### config.mk
export PLATFORM = sky130hd
export DESIGN_NAME = i2s_receiver_flat
export DESIGN_NICKNAME = d
export VERILOG_FILES = /design/src/rtl/i2s_receiver_if.sv /design/src/rtl/i2s_receiver.sv /design/src/flat_wrapper.sv
export SDC_FILE = /design/constraint.sdc
export NUM_CORES = 1
export LEC_CHECK = 0
export CAP_MARGIN = 20
export CORE_ASPECT_RATIO = 1.75
export CORE_MARGIN = 2
export CORE_UTILIZATION = 48
export CTS_CLUSTER_SIZE = 8
export DETAILED_ROUTE_END_ITERATION = 8
export PLACE_DENSITY = 0.83
export SYNTH_ARGS = -nofsm -noshare
export SYNTH_HDL_FRONTEND = slang
export SYNTH_SLANG_ARGS = --single-unit
### constraint.sdc
create_clock -name s_clk -period 2.3 [get_ports s_clk]
set_input_delay 0.345 -clock s_clk [delete_from_list [all_inputs] [get_ports s_clk]]
set_output_delay 0.345 -clock s_clk [all_outputs]
set_load 0.01 [all_outputs]
### src/rtl/i2s_receiver_if.sv
// i2s_receiver_if: I2S serial input plus held sample-pair handshake and error flags
// Signals:
//   word_select, sound_bit_in  I2S WS (0 = left, 1 = right) and MSB-first serial data
//   clear_errors               single-cycle pulse clearing the sticky error flags
//   sample_ready               consumer accepts the held pair
//   left_sample, right_sample  held channel words
//   sample_valid               held pair is valid
//   short_word_err             sticky: a channel word ended before DATA_WIDTH bits
//   overrun_err                sticky: a completed pair was dropped while the holding register was full
// Modports: master = receiver side, slave = source/consumer side.
interface i2s_receiver_if #(parameter int DATA_WIDTH = 16);
  logic word_select;
  logic sound_bit_in;
  logic clear_errors;
  logic sample_ready;
  logic [DATA_WIDTH-1:0] left_sample;
  logic [DATA_WIDTH-1:0] right_sample;
  logic sample_valid;
  logic short_word_err;
  logic overrun_err;
  modport master (
    input  word_select, sound_bit_in, clear_errors, sample_ready,
    output left_sample, right_sample, sample_valid, short_word_err, overrun_err
  );
  modport slave (
    output word_select, sound_bit_in, clear_errors, sample_ready,
    input  left_sample, right_sample, sample_valid, short_word_err, overrun_err
  );
endinterface

### src/rtl/i2s_receiver.sv
// i2s_receiver: I2S deserialiser delivering left/right word pairs through a valid/ready holding register
// Ports:
//   s_clk  bit clock; every input sampled and all state updated on its rising edge
//   reset  synchronous active-high reset
//   bus    i2s_receiver_if.master carrying serial input, sample handshake and error flags
module i2s_receiver #(
  parameter int DATA_WIDTH = 16
) (
  input logic s_clk,
  input logic reset,
  i2s_receiver_if.master bus
);
  localparam int IW = $clog2(DATA_WIDTH + 1);
  localparam logic [IW-1:0] FULL = IW'(DATA_WIDTH);
  localparam logic [IW-1:0] LAST = IW'(DATA_WIDTH - 1);
  typedef enum logic [1:0] {SYNC, LEFT, RIGHT} state_t;
  state_t state_q, state_d;
  logic ws_d, left_ok;
  logic ws_change, enter_left, short_evt, cap_left, cap_right;
  logic left_done, pair_done, xfer, load, overrun_evt;
  logic [IW-1:0] bit_idx;
  logic [DATA_WIDTH-1:0] left_shift, right_shift, right_word;
  // The change edge itself carries no data; bits arrive on the following edges
  // and the index saturates at FULL so trailing bits are ignored.
  always_comb begin
    ws_change = bus.word_select != ws_d;
    enter_left = ws_change && !bus.word_select;
    state_d = state_q;
    short_evt = 1'b0;
    cap_left = 1'b0;
    cap_right = 1'b0;
    if (state_q == SYNC) state_d = enter_left ? LEFT : SYNC;
    else if (ws_change) begin
      state_d = bus.word_select ? RIGHT : LEFT;
      short_evt = bit_idx < FULL;
    end else begin
      cap_left = state_q == LEFT && bit_idx < FULL;
      cap_right = state_q == RIGHT && bit_idx < FULL;
    end
    left_done = cap_left && bit_idx == LAST;
    pair_done = cap_right && bit_idx == LAST && left_ok;
    right_word = {right_shift[DATA_WIDTH-2:0], bus.sound_bit_in};
    xfer = bus.sample_valid && bus.sample_ready;
    // A pair loads when the register is empty or is being emptied on this edge.
    load = pair_done && (!bus.sample_valid || xfer);
    overrun_evt = pair_done && !load;
  end
  always_ff @(posedge s_clk) begin
    if (reset) begin
      state_q <= SYNC;
      ws_d <= 1'b0;
      bit_idx <= '0;
      left_ok <= 1'b0;
      left_shift <= '0;
      right_shift <= '0;
      bus.left_sample <= '0;
      bus.right_sample <= '0;
      bus.sample_valid <= 1'b0;
      bus.short_word_err <= 1'b0;
      bus.overrun_err <= 1'b0;
    end else begin
      state_q <= state_d;
      ws_d <= bus.word_select;
      bit_idx <= ws_change ? '0 : bit_idx + IW'(cap_left || cap_right);
      if (cap_left) left_shift <= {left_shift[DATA_WIDTH-2:0], bus.sound_bit_in};
      if (cap_right) right_shift <= right_word;
      // left_ok marks a complete left word waiting for its right partner in this frame.
      left_ok <= (enter_left || pair_done) ? 1'b0 : (left_done || left_ok);
      if (load) begin
        bus.left_sample <= left_shift;
        bus.right_sample <= right_word;
      end
      bus.sample_valid <= load || (bus.sample_valid && !xfer);
      // Error events win over a simultaneous clear.
      bus.short_word_err <= short_evt || (bus.short_word_err && !bus.clear_errors);
      bus.overrun_err <= overrun_evt || (bus.overrun_err && !bus.clear_errors);
    end
  end
endmodule

### src/flat_wrapper.sv
// flat-port wrapper written by rule: the top's interface ports become plain ports
module i2s_receiver_flat 
#(
  parameter int DATA_WIDTH = 16
)
  (s_clk, reset, bus_word_select, bus_sound_bit_in, bus_clear_errors, bus_sample_ready, bus_left_sample, bus_right_sample, bus_sample_valid, bus_short_word_err, bus_overrun_err);
  i2s_receiver_if #(.DATA_WIDTH(DATA_WIDTH)) bus_i ();
  input logic s_clk;
  input logic reset;
  input wire logic [$bits(bus_i.word_select)-1:0] bus_word_select;
  input wire logic [$bits(bus_i.sound_bit_in)-1:0] bus_sound_bit_in;
  input wire logic [$bits(bus_i.clear_errors)-1:0] bus_clear_errors;
  input wire logic [$bits(bus_i.sample_ready)-1:0] bus_sample_ready;
  output wire logic [$bits(bus_i.left_sample)-1:0] bus_left_sample;
  output wire logic [$bits(bus_i.right_sample)-1:0] bus_right_sample;
  output wire logic [$bits(bus_i.sample_valid)-1:0] bus_sample_valid;
  output wire logic [$bits(bus_i.short_word_err)-1:0] bus_short_word_err;
  output wire logic [$bits(bus_i.overrun_err)-1:0] bus_overrun_err;
  assign bus_i.word_select = bus_word_select;
  assign bus_i.sound_bit_in = bus_sound_bit_in;
  assign bus_i.clear_errors = bus_clear_errors;
  assign bus_i.sample_ready = bus_sample_ready;
  assign bus_left_sample = bus_i.left_sample;
  assign bus_right_sample = bus_i.right_sample;
  assign bus_sample_valid = bus_i.sample_valid;
  assign bus_short_word_err = bus_i.short_word_err;
  assign bus_overrun_err = bus_i.overrun_err;
  i2s_receiver #(.DATA_WIDTH(DATA_WIDTH)) u_core (.s_clk(s_clk), .reset(reset), .bus(bus_i));
endmodule
======== Yosys cells after proc, flatten, opt, wreduce, memory -nomap -nowiden ========
Cells that the tools add are included.
storage, ports and cells
  logic and storage cells ................. 55
  flip-flop bits (word level) ............. 75
  bits in read-only memories .............. 0
  RAM bits ................................ 0
  input port bits ......................... 6
  memories kept ........................... 0
  latch bits .............................. 0
  output and inout bits ................... 35
cells by class
  div/mod/pow operators ................... 0
  reductions and logical operators ........ 28
  equality and inequality tests ........... 4
  bitwise operators ....................... 0
  $add $sub $neg .......................... 1
  multiplexer cells ....................... 10
  $mul .................................... 0
  $lt $le $gt $ge ......................... 1
  shifts and indexed selects .............. 0
operator list
  kind                                                number
  logical AND 1 bit                                   12
  logical OR 1 bit                                    7
  two-way mux 1 bit                                   7
  two-way mux 2 bit                                   3
  adder 5 x 1 -> 5 bit                                1
  == test 5 x 4 -> 1 bit (second input constant)      1
  logical NOT 1 bit                                   5
  less-than comparator 5 bit (second input constant)  1
  OR reduction 2 bit                                  2
  == test 2 x 1 -> 1 bit (second input constant)      1
  == test 2 bit (second input constant)               1
  logical NOT 2 bit                                   1
  nonzero test 2 bit                                  1
  != test 1 bit                                       1

======== Logic depth before layout (Yosys ltp) ========
Gate-level depths: netlist (run 1).
  word-level depth ........................ 10
  mapped depth ............................ 12
  gate-level depth less buffers ........... 10

======== Least setup slack after synthesis (run 1) ========
Ideal clock, no wire load.
  path kind ............................... input-to-reg
  start point ............................. in bus_word_select
  end point ............................... reg u_core.bit_idx[4]
  setup slack ............................. -0.055 ns
  stages on the path ...................... 12
  path buffers ............................ 2
  library setup time ...................... 0.117 ns
  data required time ...................... 2.183 ns
  arrival time ............................ 2.238 ns
  cell sequence ........................... inv_1 ha_1 inv_2 or4b_4 buf_6 clkbuf_1 nand2_1 ha_1 ha_1 nand3_1 xor2_1 nor2_1
on the way
  word-level cells in the longest chain between the ends .. 5
  elaborated cells between the ends (all ways) .. 8
  those cells by class .................... add/sub (1); eq/ne (1); mux (4); reduce/logical (2)
ends and longest elaborated chain
  item                  RTL line            RTL
  start, declared       flat_wrapper.sv:10  input wire logic [$bits(bus_i.word_select)-1:0] bus_word_select;
  != test 1 bit (*)     i2s_receiver.sv:26  ws_change = bus.word_select != ws_d;
  two-way mux 1 bit     i2s_receiver.sv:33  else if (ws_change) begin
  two-way mux 1 bit     i2s_receiver.sv:32  if (state_q == SYNC) state_d = enter_left ? LEFT : SYNC;
  logical OR 1 bit      i2s_receiver.sv:64  bit_idx <= ws_change ? '0 : bit_idx + IW'(cap_left || cap_right);
  adder 5 x 1 -> 5 bit  i2s_receiver.sv:64
  end signal, assigned  i2s_receiver.sv:64
  end, declared         i2s_receiver.sv:21  logic [IW-1:0] bit_idx;
Mark *: on every way between the ends. The rest lies on a longest branch, timed or not.
A chain may end at the register's enable or synchronous reset.

======== Final worst setup path (run 1) ========
Same ends and word-level chain as after synthesis.

==> metrics.cfg, run 1 <==
[yosys]
ys_seq_elements=75
netlist_area_sq_um=2790
netlist_instances=339
ys.warnings.count=0
yosysTopAreaCell=dfxtp_1
synthFlopType=dfxtp_1
ys_async_sr_fraction_pct=0
synthTopCellsByArea=dfxtp_1 (54%), a21oi_1 (12%), nand2_1 (8.5%)
postSynthAreaPerCell_sq_um=8.24
synth.top_cell.area_share_pct=53.7
synth_fp_nets=348
synth_edf_count=0
ys_seq_area_share_pct=53.7
synth_cell_type_count=31

[drt]
postRouteWirelength_mm=5.99
drc=0
drt_iter0_drc=107
ant_nets=0
vias_per_cell=5.44
routedWlPerCell_um=13.1
dr.pass1.iters=4
vias=2481

[clock_network]
cts_tree=built
clk_latency_ns=0.36
clkSinkCount=75
cts-root-buf=clkbuf_8
cts_buffer_depth=2
cts.clk_slew.worst_paths_ns=0.07
postCtsHoldBufs=0
cts.htree.levels=3
cts_buffers=9

[sta]
final_hold_viol_count=0
finalSetupViolCount=0
final_max_slew_viol_count=0
maxSlewHeadroom_pct=64.4
fin_crit_sh_pct=95.2
finClkSkew_ns=0.0138
worst_pin_slew_ns=0.534
rsz0062_at_grt=no
clock.fmax_mhz=457
setup_slack_ns=0.109
fin_crit_ns=2.19

[die]
rows=36
num_io_pins=41
dieArea_sq_um=6470
die_y_um=105
initial_utilization_pct=50.0
fp.coreArea_sq_um=5590
die_x_um=61.7

[finish]
final_cells=456
fin_nets=384
antennaDiodeCount=0
drive_gt1_share_pct=10.5
layout_common_cells=dfxtp_1 (75), a21oi_1 (67), nand2_1 (63), clkdlybuf4s50_1 (39), nand3_1 (34)
design_area_sq_um=3560
layout_commonest_cell=dfxtp_1
synthToLayoutAreaGrowth_pct=27.4

[grt]
grt_pass1_vias=2321
grt_overflow_total=0
antenna_found_initial=0
grt_max_degree=45
grt_usage_pct=20.4
grt_pass1_wl_mm=10.1

[critical_path]
path_class=in2reg
critPathLaunchType=primary input
cpLargestDelayFamily=simple AND/OR/NAND/NOR gates
r2r-end=u_core.bit_idx[4]$_SDFF_PP0_
reg2regPathDepth=9
path_buf_inv=3
max_stage_delay_ns=0.49
cp_num_cells=11
endpoint=u_core.bit_idx[4]$_SDFF_PP0_
ff2ff_setup_slack_ns=0.34
cp-end-kind=register
path_max_fanout=3
r2r-start=u_core.ws_d$_SDFF_PP0_
crit_path_start=bus_word_select
arrival_ns=2.43
cp_slowest_cell=clkdlybuf4s50_1
cp.required_ns=2.54
crit_chain=clkdlybuf4s50_1 > inv_2 > ha_4 > inv_2 > or4b_4 > nand2_1 > ha_2 > ha_2 > nand3_1 > xor2_1 > nor2_1

[power]
p_per_area_nw_per_um2=734
ir_drop_mv=0.418
p_total_mw=2.61
power_leakage_nw=1.15

[job]
maxCapViolCount=0

[status]
status=complete, no violations

[placed_design]
gp_congestion=0.878
dp_hpwl_mm=3.96
io_buffer_count=40
preCtsSetupSlack_ns=-0.283
place_inst=440
placed_cell_area_sq_um=3310

[worst_hold_path]
hp-class=in2reg

==> state kept, by name (all words and copies together) (netlist names) <==
| signal | flops |
|---|---|
| u_core.ws_d | 1 |
| u_core.bus.left_sample | 16 |
| u_core.bit_idx | 5 |
| u_core.bus.short_word_err | 1 |
| u_core.left_ok | 1 |
| u_core.state_q | 2 |
| u_core.bus.overrun_err | 1 |
| u_core.left_shift | 16 |
| u_core.bus.sample_valid | 1 |
| u_core.bus.right_sample | 16 |
| u_core.right_shift | 15 |
==> stage by stage <==
step                setup TNS (ns)  utilization, %  hold WS (ns)
floorplan                        0               -         0.437
global placement             -3.28            59.2         0.445
detailed placement           -5.88            59.2         0.454
CTS                              0            63.6         0.433
global route                     0            63.7         0.463
finish                           0            63.7         0.449
==> logic make-up (layout without fill, tap and decap cells) <==
| kind of cell | count (synthesis) | after routing | synth area share (%) |
|---|---|---|---|
| AO/OA/AOI/OAI | 104 | 104 | 19.0 |
| XOR/XNOR | 3 | 3 | 0.941 |
| adder cells (fa/ha/maj) | 3 | 3 | 1.34 |
| buffers and inverters | 34 | 75 | 5.15 |
| flip-flops | 75 | 75 | 53.7 |
| AND/OR/NAND/NOR | 120 | 120 | 19.8 |
==> where the power goes <==
part           total [mW]  leakage, nW  switching, mW  internal, mW
clock network        1.23        0.120          0.501         0.727
registers            1.31        0.604        0.00446          1.30
logic              0.0776        0.421         0.0473        0.0303
==> synth_stat cells, types with 2 or more instances <==
cell and instances:
a21oi_1 67, a22oi_1 2, buf_2 4, clkbuf_1 21, dfxtp_1 75, ha_1 3, inv_1 5, nand2_1 63
nand3_1 34, nor2_1 10, nor3_1 2, nor4b_1 2, o21ai_0 30, o21ai_1 3, xor2_1 2
==> layout make-up <==
cell class	instances	area, sq um
Tap cell	76	95.1
Clock inverter	7	124
Timing Repair Buffer	53	505
Sequential cell	75	1500
Inverter	6	22.5
Clock buffer	9	124
Fill cell	500	2030
Multi-Input combinational cell	230	1190
==> worst min path at each step <==
stage / slack [ns] / endpoint / cells after the start / start
2_1_floorplan: 0.44 / u_core.left_shift[15]$_SDFFE_PP0P_ / 2 / u_core.left_shift[15]$_SDFFE_PP0P_
3_3_place_gp: 0.44 / u_core.left_shift[15]$_SDFFE_PP0P_ / 2 / u_core.left_shift[15]$_SDFFE_PP0P_
3_5_place_dp: 0.45 / u_core.right_shift[14]$_SDFFE_PP0P_ / 2 / u_core.right_shift[14]$_SDFFE_PP0P_
4_1_cts: 0.43 / u_core.ws_d$_SDFF_PP0_ / 2 / reset
5_1_grt: 0.46 / u_core.ws_d$_SDFF_PP0_ / 2 / reset
6_report: 0.45 / u_core.ws_d$_SDFF_PP0_ / 2 / reset
==> layer usage <==
layer	track usage, %	up-vias	part of all wire [%]
li1	-	1236	-
met1	23.3	1185	41
met2	33.4	52	53
met3	5.32	8	4.0
met4	10.5	0	1.9
met5	0	-	0
==> what timing repair did <==
item | 4_1_cts | 5_1_grt
setup endpoints to repair | 0 | 2
endpoints found under the hold margin | 0 | 0
buffers inserted | 0 | 0
gates resized for setup | 0 | 4
Note: power is estimated with default switching activity, not from simulation.
==> run 2: changes to the inputs <==
--- a/config.mk
+++ b/config.mk
@@ -9,7 +9,6 @@
 export CORE_ASPECT_RATIO = 1.75
 export CORE_MARGIN = 2
 export CORE_UTILIZATION = 48
-export CTS_CLUSTER_SIZE = 8
 export DETAILED_ROUTE_END_ITERATION = 8
 export PLACE_DENSITY = 0.83
 export SYNTH_ARGS = -nofsm -noshare
==> results of run 2 <==
No change in the layout: final DEF, timing and power equal those of run 1.
==> run 3: changes to the inputs <==
--- a/config.mk
+++ b/config.mk
@@ -10,7 +10,7 @@
 export CORE_MARGIN = 2
 export CORE_UTILIZATION = 48
 export DETAILED_ROUTE_END_ITERATION = 8
-export PLACE_DENSITY = 0.83
+export PLACE_DENSITY = 0.75
 export SYNTH_ARGS = -nofsm -noshare
 export SYNTH_HDL_FRONTEND = slang
 export SYNTH_SLANG_ARGS = --single-unit
==> constraint.sdc (replaced) <==
create_clock -name s_clk -period 2.3 [get_ports s_clk]
set_input_delay 0.575 -clock s_clk [delete_from_list [all_inputs] [get_ports s_clk]]
set_output_delay 0.575 -clock s_clk [all_outputs]
set_load 0.01 [all_outputs]
==> run 3 against run 2 <==
  * Critical path depth is 4 lower
  * Sequential power is essentially flat
  * Worst hold slack better by 0.0088 ns
  * First-iteration DRC count decreased by 26%
  * Clock-buffer cell count stayed put
  * Register-to-register slack hardly changed
  * Sequential share of layout area decreased by 1.1 points
  * Core utilization is 1.7 points higher
  * Critical endpoint is now u_core.left_ok$_SDFF_PP0_
  * Largest power group is now clock
==> metrics.cfg, run 3 (synthesized netlist as in run 1, its figures left out) <==
[sta]
hold-worst-slack_ns=0.458
worst_pin_slew_ns=0.341
finClkSkew_ns=0.00784
rsz0062_at_grt=no
final_max_slew_viol_count=0
clock.fmax_mhz=467
fin_crit_ns=2.14
maxSlewHeadroom_pct=77.3
final_hold_viol_count=0
finalSetupViolCount=0
fin_crit_sh_pct=93.1

[clock_network]
clkSinkCount=75
cts.clk_slew.worst_paths_ns=0.08
cts-root-buf=clkbuf_8
clk_latency_ns=0.35
cts_buffer_depth=2
cts_tree=built
cts_setup_buffers=0
cts_buffers=9
cts.htree.levels=3
postCtsHoldBufs=0

[critical_path]
path_max_fanout=4
arrival_ns=2.41
path_class=in2reg
critPathLaunchType=primary input
cp.required_ns=2.56
cp-end-kind=register

[worst_hold_path]
hp-class=reg2reg

[drt]
dr.pass1.iters=4
vias_per_cell=5.46
postRouteWirelength_mm=6.24
vias=2500
drt_iter0_drc=79
routedWlPerCell_um=13.6
ant_nets=0
drc=0

[grt]
grt_max_degree=34
grt_pass1_vias=2322
grt_pass1_wl_mm=10.3
antenna_found_initial=0
grt_usage_pct=21.1
grt_overflow_total=0

[die]
die_x_um=61.7
num_io_pins=41
fp.coreArea_sq_um=5590
initial_utilization_pct=50.0
rows=36
die_y_um=105
dieArea_sq_um=6470

[finish]
postLayoutCoreUtil_pct=65.4
synthToLayoutAreaGrowth_pct=30.8
layout_commonest_cell=dfxtp_1
layout_common_cells=dfxtp_1 (75), a21oi_1 (67), nand2_1 (62), clkdlybuf4s50_1 (38), nand3_1 (33)
fin_nets=386
fill_cells=493
reg.largest.list=u_core.bus.left_sample x16, u_core.bus.right_sample x16, u_core.left_shift x16
drive_gt1_share_pct=12.0
antennaDiodeCount=0

[status]
status=complete, no violations

[power]
ir_drop_mv=0.579
power_leakage_nw=1.18
p_per_area_nw_per_um2=767

[placed_design]
dp_hpwl_mm=4.10
gp_congestion=0.831
io_buffer_count=40

[job]
maxCapViolCount=0

-- run 3: cell count changes in the layout (fill, tap and decap cells not counted), moves of 2 or more --
cell	delta
ha_2	-2
ha_4	+2
buf_4	+2
bufinv_16	+2
-- run 3: worst paths after layout --
path | slack [ns] | end | cells past startpoint | start
hold / removal | 0.46 | u_core.right_shift[14]$_SDFFE_PP0P_ | 2 | u_core.right_shift[14]$_SDFFE_PP0P_
setup / recovery | 0.16 | u_core.left_ok$_SDFF_PP0_ | 7 | bus_word_select
setup reg to reg | 0.35 | u_core.left_ok$_SDFF_PP0_ | 5 | u_core.ws_d$_SDFF_PP0_
hold reg to reg | 0.46 | u_core.right_shift[14]$_SDFFE_PP0P_ | 2 | u_core.right_shift[14]$_SDFFE_PP0P_
-- run 3: layer usage --
layer | track usage, % | routed length (um) | vias up
met3 | 5.94 | 279 | 12
met5 | 0 | 0 | -
li1 | - | - | 1232
met4 | 10.0 | 127 | 0
met2 | 34.0 | 3360 | 72
met1 | 24.8 | 2480 | 1184
-- run 3: final cells by class --
cell class,instances,area (sq um),share of cell area (%)
Multi-Input combinational cell,230,1230,33.6
Inverter,6,22.5,0.616
Sequential cell,75,1500,41.1
Clock inverter,7,164,4.48
Timing Repair Buffer,55,519,14.2
Clock buffer,9,124,3.39
Tap cell,76,95.1,2.60
-- run 3: metrics by stage --
step / setup WS (ns) / area (sq um) / setup TNS [ns] / instances / total power [mW]
after global routing: 0.0839 / 3650 / 0 / 458 / 2.89
after global placement: -0.403 / 3360 / -13.45 / 442 / 1.42
after detailed placement: -0.506 / 3360 / -16.72 / 442 / 1.42
after CTS: 0.172 / 3650 / 0 / 458 / 2.82
final: 0.158 / 3650 / 0 / 458 / 2.80
after floorplan: -0.0859 / 2850 / -0.0859 / 339 / 1.39
-- run 3: what timing repair did --
item / in CTS / in global routing
setup endpoints to repair: 14 / 0
resized for setup: 3 / 0
endpoints found under the hold margin: 0 / 0
-- run 3: where the power goes --
group	internal [mW]	switching (mW)
clock	0.940	0.474
combinational	0.0330	0.0498
sequential	1.30	0.00450
total	2.27	0.528
-- run 3: worst max-delay path: stages --
cell and delay [ns]:
dlygate4sd2_1 0.22, inv_2 0.06, ha_4 0.27, inv_2 0.04, or4b_4 0.55, or4_4 0.50, a211oi_2 0.19
